[src/rtl/hazard_pkg.sv]
// -----------------------------------------------------------------------------
// hazard_pkg
// Shared definitions for the hazard/stall control slice:
//   REG_ADDR_W        width of a register address (8 architectural registers)
//   LOAD_STALL_CYCLES total cycles a load-use hazard holds the front end
//   STAT_W            width of each statistics counter
//   CNT_W             width of the stall-cycle down-counter
//   hz_state_e        FSM state type (RUN, LU_STALL)
//   src_hit()         one source-operand vs. destination comparison
// -----------------------------------------------------------------------------
package hazard_pkg;

    localparam int REG_ADDR_W        = 3;
    localparam int LOAD_STALL_CYCLES = 2;
    localparam int STAT_W            = 16;
    localparam int CNT_W             = 2;

    typedef enum logic {
        RUN      = 1'b0,
        LU_STALL = 1'b1
    } hz_state_e;

    // A source only matters when the instruction really reads it; every
    // register address (including 0) takes part in the comparison.
    function automatic logic src_hit(input logic                  used,
                                     input logic [REG_ADDR_W-1:0] src,
                                     input logic [REG_ADDR_W-1:0] rd);
        return used && (src == rd);
    endfunction

endpackage

[src/rtl/sat_counter.sv]
// -----------------------------------------------------------------------------
// sat_counter
// Up-counter that sticks at its all-ones value.
// Ports:
//   clk    in   rising-edge clock
//   clr_n  in   synchronous active-low clear (wins over en)
//   en     in   count one when high
//   count  out  current count (WIDTH bits)
// -----------------------------------------------------------------------------
module sat_counter #(
    parameter int WIDTH = 16
) (
    input  logic             clk,
    input  logic             clr_n,
    input  logic             en,
    output logic [WIDTH-1:0] count
);

    logic [WIDTH-1:0] count_q;
    logic [WIDTH-1:0] count_d;

    always_comb begin
        count_d = count_q;
        if (!clr_n) begin
            count_d = '0;
        end else if (en && (count_q != {WIDTH{1'b1}})) begin
            count_d = count_q + {{(WIDTH-1){1'b0}}, 1'b1};
        end
    end

    always_ff @(posedge clk) begin
        count_q <= count_d;
    end

    assign count = count_q;

endmodule

[src/rtl/hazard_stall_unit.sv]
// -----------------------------------------------------------------------------
// hazard_stall_unit
// Detects load-use hazards between the instruction in ID and a load in ID/EX
// and sequences the resulting stall, branch squash and memory freeze.
// A load's data is only forwarded from MEM_WB, so a dependent instruction is
// held for LOAD_STALL_CYCLES cycles: the detecting RUN cycle plus the cycles
// counted down in LU_STALL.
//
// Ports:
//   clk, rst_n                  clock, synchronous active-low reset
//   src1, src2                  ID source register addresses
//   src1_used, src2_used        ID instruction reads src1 / src2
//   ID_EX_RD                    ID/EX destination register
//   ID_EX_readEN, ID_EX_EN      ID/EX is a memory read / writes a register
//   mem_busy                    data memory not ready (freeze everything)
//   branch_taken                EX resolved a taken branch
//   pc_hold, IF_ID_hold         hold PC / IF_ID
//   ID_EX_flush, IF_ID_flush    insert bubble into ID_EX / IF_ID
//   pipe_freeze                 hold ID_EX, EX_MEM, MEM_WB
//   stall_active                load-use stall in progress
//   stall_cycles, bubble_count  statistics (tied to 0 unless enabled)
//
// Build option: define HAZARD_STALL_STATS_EN to compile in the statistics
// counters; otherwise both statistics ports read 16'h0000.
// -----------------------------------------------------------------------------
module hazard_stall_unit
    import hazard_pkg::*;
(
    input  logic                  clk,
    input  logic                  rst_n,
    input  logic [REG_ADDR_W-1:0] src1,
    input  logic [REG_ADDR_W-1:0] src2,
    input  logic                  src1_used,
    input  logic                  src2_used,
    input  logic [REG_ADDR_W-1:0] ID_EX_RD,
    input  logic                  ID_EX_readEN,
    input  logic                  ID_EX_EN,
    input  logic                  mem_busy,
    input  logic                  branch_taken,
    output logic                  pc_hold,
    output logic                  IF_ID_hold,
    output logic                  ID_EX_flush,
    output logic                  IF_ID_flush,
    output logic                  pipe_freeze,
    output logic                  stall_active,
    output logic [STAT_W-1:0]     stall_cycles,
    output logic [STAT_W-1:0]     bubble_count
);

    // Counter value loaded on entry to LU_STALL: the detecting RUN cycle is
    // already the first stall cycle.
    localparam logic [CNT_W-1:0] STALL_INIT = CNT_W'(LOAD_STALL_CYCLES - 1);

    hz_state_e        state_q, state_d;
    logic [CNT_W-1:0] cnt_q, cnt_d;
    logic             hazard;

    assign hazard = ID_EX_readEN && ID_EX_EN &&
                    (src_hit(src1_used, src1, ID_EX_RD) ||
                     src_hit(src2_used, src2, ID_EX_RD));

    always_comb begin
        state_d      = state_q;
        cnt_d        = cnt_q;
        pc_hold      = 1'b0;
        IF_ID_hold   = 1'b0;
        ID_EX_flush  = 1'b0;
        IF_ID_flush  = 1'b0;
        pipe_freeze  = 1'b0;
        stall_active = 1'b0;

        if (!rst_n) begin
            // Outputs stay quiet while reset is asserted.
            state_d = RUN;
            cnt_d   = '0;
        end else if (mem_busy) begin
            // Freeze dominates; EX keeps any branch, so it is seen again later.
            pipe_freeze  = 1'b1;
            pc_hold      = 1'b1;
            IF_ID_hold   = 1'b1;
            stall_active = (state_q == LU_STALL);
        end else if (branch_taken) begin
            // Squash the younger instructions; a pending stall is moot.
            IF_ID_flush = 1'b1;
            ID_EX_flush = 1'b1;
            state_d     = RUN;
            cnt_d       = '0;
        end else if (state_q == LU_STALL) begin
            // Hazard inputs are deliberately not looked at here.
            pc_hold      = 1'b1;
            IF_ID_hold   = 1'b1;
            ID_EX_flush  = 1'b1;
            stall_active = 1'b1;
            cnt_d        = cnt_q - {{(CNT_W-1){1'b0}}, 1'b1};
            state_d      = (cnt_d == '0) ? RUN : LU_STALL;
        end else if (hazard) begin
            pc_hold      = 1'b1;
            IF_ID_hold   = 1'b1;
            ID_EX_flush  = 1'b1;
            stall_active = 1'b1;
            state_d      = LU_STALL;
            cnt_d        = STALL_INIT;
        end
    end

    always_ff @(posedge clk) begin
        if (!rst_n) begin
            state_q <= RUN;
            cnt_q   <= '0;
        end else begin
            state_q <= state_d;
            cnt_q   <= cnt_d;
        end
    end

`ifdef HAZARD_STALL_STATS_EN
    logic stall_cnt_en;
    logic bubble_cnt_en;

    // A frozen cycle is not a stall cycle of its own.
    assign stall_cnt_en  = stall_active && !mem_busy;
    assign bubble_cnt_en = ID_EX_flush;

    sat_counter #(.WIDTH(STAT_W)) u_stall_cnt (
        .clk   (clk),
        .clr_n (rst_n),
        .en    (stall_cnt_en),
        .count (stall_cycles)
    );

    sat_counter #(.WIDTH(STAT_W)) u_bubble_cnt (
        .clk   (clk),
        .clr_n (rst_n),
        .en    (bubble_cnt_en),
        .count (bubble_count)
    );
`else
    assign stall_cycles = '0;
    assign bubble_count = '0;
`endif

endmodule

[config.mk]
export PLATFORM = sky130hd
export DESIGN_NAME = hazard_stall_unit
export DESIGN_NICKNAME = d
export VERILOG_FILES = /design/src/rtl/hazard_pkg.sv /design/src/rtl/sat_counter.sv /design/src/rtl/hazard_stall_unit.sv
export SDC_FILE = /design/constraint.sdc
export NUM_CORES = 1
export LEC_CHECK = 0
export BUFFER_PORTS_ARGS = -buffer_cell sky130_fd_sc_hd__buf_4
export CAP_MARGIN = 30
export CORE_MARGIN = 2
export CORE_UTILIZATION = 38
export DETAILED_ROUTE_END_ITERATION = 6
export GPL_TIMING_DRIVEN = 0
export MAX_ROUTING_LAYER = met4
export PLACE_DENSITY_LB_ADDON = 0.15
export SLEW_MARGIN = 0
export SYNTH_ARGS = -nofsm -noshare
export SYNTH_HDL_FRONTEND = slang
export SYNTH_SLANG_ARGS = --single-unit
[constraint.sdc]
create_clock -name clk -period 3.05 [get_ports clk]
set_clock_uncertainty 0.2 [all_clocks]
set_input_delay 0.305 -clock clk [delete_from_list [all_inputs] [get_ports clk]]
set_output_delay 0.305 -clock clk [all_outputs]
set_load 0.1 [all_outputs]
==> key figures <==
STA
  – Final Hold Viols: 0
  – PnR worst setup slack: 0.853 ns
  – Final slew viol count: 0
  – Final setup violation count: 0
  – Final period util: 0.720
  – RSZ-0062 raised after global routing: no
  – Max Fclk: 455 MHz
  – Fin crit period: 2.20 ns
  – Setup_tns: 0 ns

Layout
  – Nets@finish: 153
  – Area added between synthesis and finish: 60.0%
  – ANT cells: 0
  – Share of layout cells above drive strength 1: 0.455
  – Fillers: 138

Critical path
  – Worst R2R End: cnt_q[1]$_SDFFE_PN0P_
  – Data arrival, critical path: 1.69 ns
  – Reg-to-reg setup timing slack: 1.62 ns
  – Crit path from: ID_EX_RD[1]
  – Worst stage delay on the critical path: 0.36 ns
  – Reg-to-Reg Start: cnt_q[1]$_SDFFE_PN0P_
  – CP cell instances: buf_4 > xor2_1 > nor4_1 > nor2_1 > a21oi_2 > buf_4 > buf_4
  – Worst Setup EP: pc_hold
  – Crit. End Element: output pin
  – CP required: 2.54 ns
  – Worst reg2reg path depth: 5
  – Worst Setup Start Kind: input port
  – Crit-path most repeated cell: buf_4
  – Critical path's slowest cell: nor4_1
  – Kind of critical path: input port to output pin
  – Critical path fanouts, max: 5

Global routing
  – GRT met1 Usage: 0.123
  – Initial antenna violation count: 0
  – GR Layer Usage met3: 0.0172
  – First-pass GRT wire length: 1840 um
  – Most Crowded Layer GR: met2
  – Via count of the first global-routing pass: 500
  – Met2 Usage GRT: 0.255
  – Largest net degree at the start of global routing: 11
  – GR Overflow Total: 0
  – All-layer global routing usage: 0.135

Synth
  – Post-Syn Area: 559 um2
  – Cells after Synth: 77
  – Top post-synthesis cells by area: buf_4 44%, dfxtp_1 11%, xor2_1 9.4%
  – Most frequent cell after synthesis: buf_4
  – Most used DFF post-synth: dfxtp_1
  – Commonest cells in the synthesized netlist: 33 x buf_4, 6 x a21oi_1, 6 x nor2_1, 6 x xor2_1, 4 x inv_1
  – Top cell type's share of synthesized area: 0.443
  – Ys async rst share: 0
  – Syn avg cell area: 7.26 um2
  – Post-synthesis cell type count: 19
  – YS warnings: 0
  – Post-synthesis sequential area ratio: 0.107
  – FF+latch count, synth: 3
  – Synth area leader: buf_4
  – Post-synth EDFFs: 0

CTS
  – Reg clk slew, reported paths: 0.04 ns
  – CTS resizes: 0
  – Clock Path Buffers: 2
  – Sink Count: 3
  – CTS tree: built
  – Root Driver: clkbuf_4
  – Inserted Clock Buffers: 3
  – Post-CTS setup buffers: 0
  – H-tree levels: 1
  – Post-CTS Hold Fix Bufs: 0
  – Worst skew pair latency: 0.23 ns

Routing
  – Initial DRT Pass Iterations: 4
  – Post-route DRC violation count: 0
  – Post-DR wirelength/cell: 7.91 um
  – Via density: 3.85
  – DR iter-0 viols: 4
  – Via Count: 574
  – Total wire length: 1180 um
  – Post-DRT Antenna Nets: 0

Floorplanning
  – Die X: 42.4 um
  – Row cnt: 13
  – Initial Util: 0.419
  – Core area: 1330 um2
  – Die height: 42.4 um
  – Die area: 1790 um2
  – Io pins: 55

Run
  – Max-cap viol count: 0

Power
  – Lkg Pwr: 0.522 nW
  – Peak supply drop: 0.307 mV
  – PwrDens: 430 nW/um2

Placement
  – # port buffers: 22
  – DP Worst Slack: 0.827 ns
  – GP Congestion: 0.839
  – DP HPWL: 1070 um

Outcome
  – Status: completed

Worst hold path
  – Hold Crit Class: input port to register
## flip-flops by register name (all words and copies together), names as in the netlist
| signal | flops |
|---|---|
| cnt_q | 2 |
| state_q | 1 |
## kinds of logic (layout without fill, tap and decap cells)
logic type                 after synthesis  count (layout)  synth area share
buffers and inverters                   39              65             0.483
and+or+nand+nor                         14              14             0.130
AOI/OAI and AO/OA                       13              13             0.157
xor gates and xnor gates                 6               6            0.0940
DFF                                      3               3             0.107
adders and majority gates                1               1            0.0224
other                                    1              32           0.00670
## metal layers
metal  part of all wire  wire, um  vias to the layer above
li1                   -         -                      303
met2               0.57       672                       31
met1               0.32       378                      238
met5                  0         0                        -
met3              0.093       110                        2
met4              0.014        17                        0
## power breakdown
part / switching (W) / internal, W / total (W) / leakage [nW]
sequential: 0.000000229 / 0.0000398 / 0.0000400 / 0.0242
combinational: 0.000220 / 0.0000535 / 0.000274 / 0.483
clock: 0.0000220 / 0.0000491 / 0.0000711 / 0.0150
## worst max-delay path: cells and delay by family
kind                   cells  cell delay (ns)
AO/OA/AOI/OAI              1             0.17
XOR/XNOR                   1             0.16
buffers and inverters      3             0.51
AND/OR/NAND/NOR            2             0.54
## worst min-delay path by stage
stage / startpoint / slack [ns] / to / cells after the start
6_report: branch_taken / 0.12 / state_q$_SDFFE_PN0N_ / 2
5_1_grt: branch_taken / 0.12 / state_q$_SDFFE_PN0N_ / 2
4_1_cts: branch_taken / 0.11 / state_q$_SDFFE_PN0N_ / 2
3_5_place_dp: cnt_q[1]$_SDFFE_PN0P_ / 0.31 / cnt_q[1]$_SDFFE_PN0P_ / 2
3_3_place_gp: cnt_q[1]$_SDFFE_PN0P_ / 0.30 / cnt_q[1]$_SDFFE_PN0P_ / 2
2_1_floorplan: branch_taken / 0.21 / state_q$_SDFFE_PN0N_ / 1
## metrics by stage
stage / total power, W / cells / hold WS (ns) / cell area [um2] / util
final: 0.000385 / 149 / 0.118 / 895 / 0.671
after global routing: 0.000403 / 149 / 0.115 / 895 / 0.671
after CTS: 0.000388 / 149 / 0.110 / 895 / 0.671
after detailed placement: 0.000313 / 145 / 0.309 / 868 / 0.651
after global placement: 0.000312 / 145 / 0.298 / 868 / 0.651
after floorplan: 0.000285 / 108 / 0.207 / 684 / -
## cell type report
type                            instances  area (um2)  area share
Sequential cell                         3        60.1      0.0671
Timing Repair Buffer                   22         165       0.185
Tap cell                               15        18.8      0.0210
Multi-Input combinational cell         66         354       0.396
Clock buffer                            4        26.3      0.0294
Inverter                                4        15.0      0.0168
Buffer                                 35         255       0.285
## cell usage in the layout (no fill, tap or decap), drive strengths merged
master,n
o31ai,1
and2,1
o41ai,1
clkbuf,6
nor4,2
nand3,3
conb,32
o32ai,1
inv,4
dfxtp,3
xor2,6
buf,55
o211ai,2
o21ai,2
nor4bb,1
nand2b,1
a21oi,6
ha,1
nor2,6
Note: power is estimated with default switching activity, not from simulation.
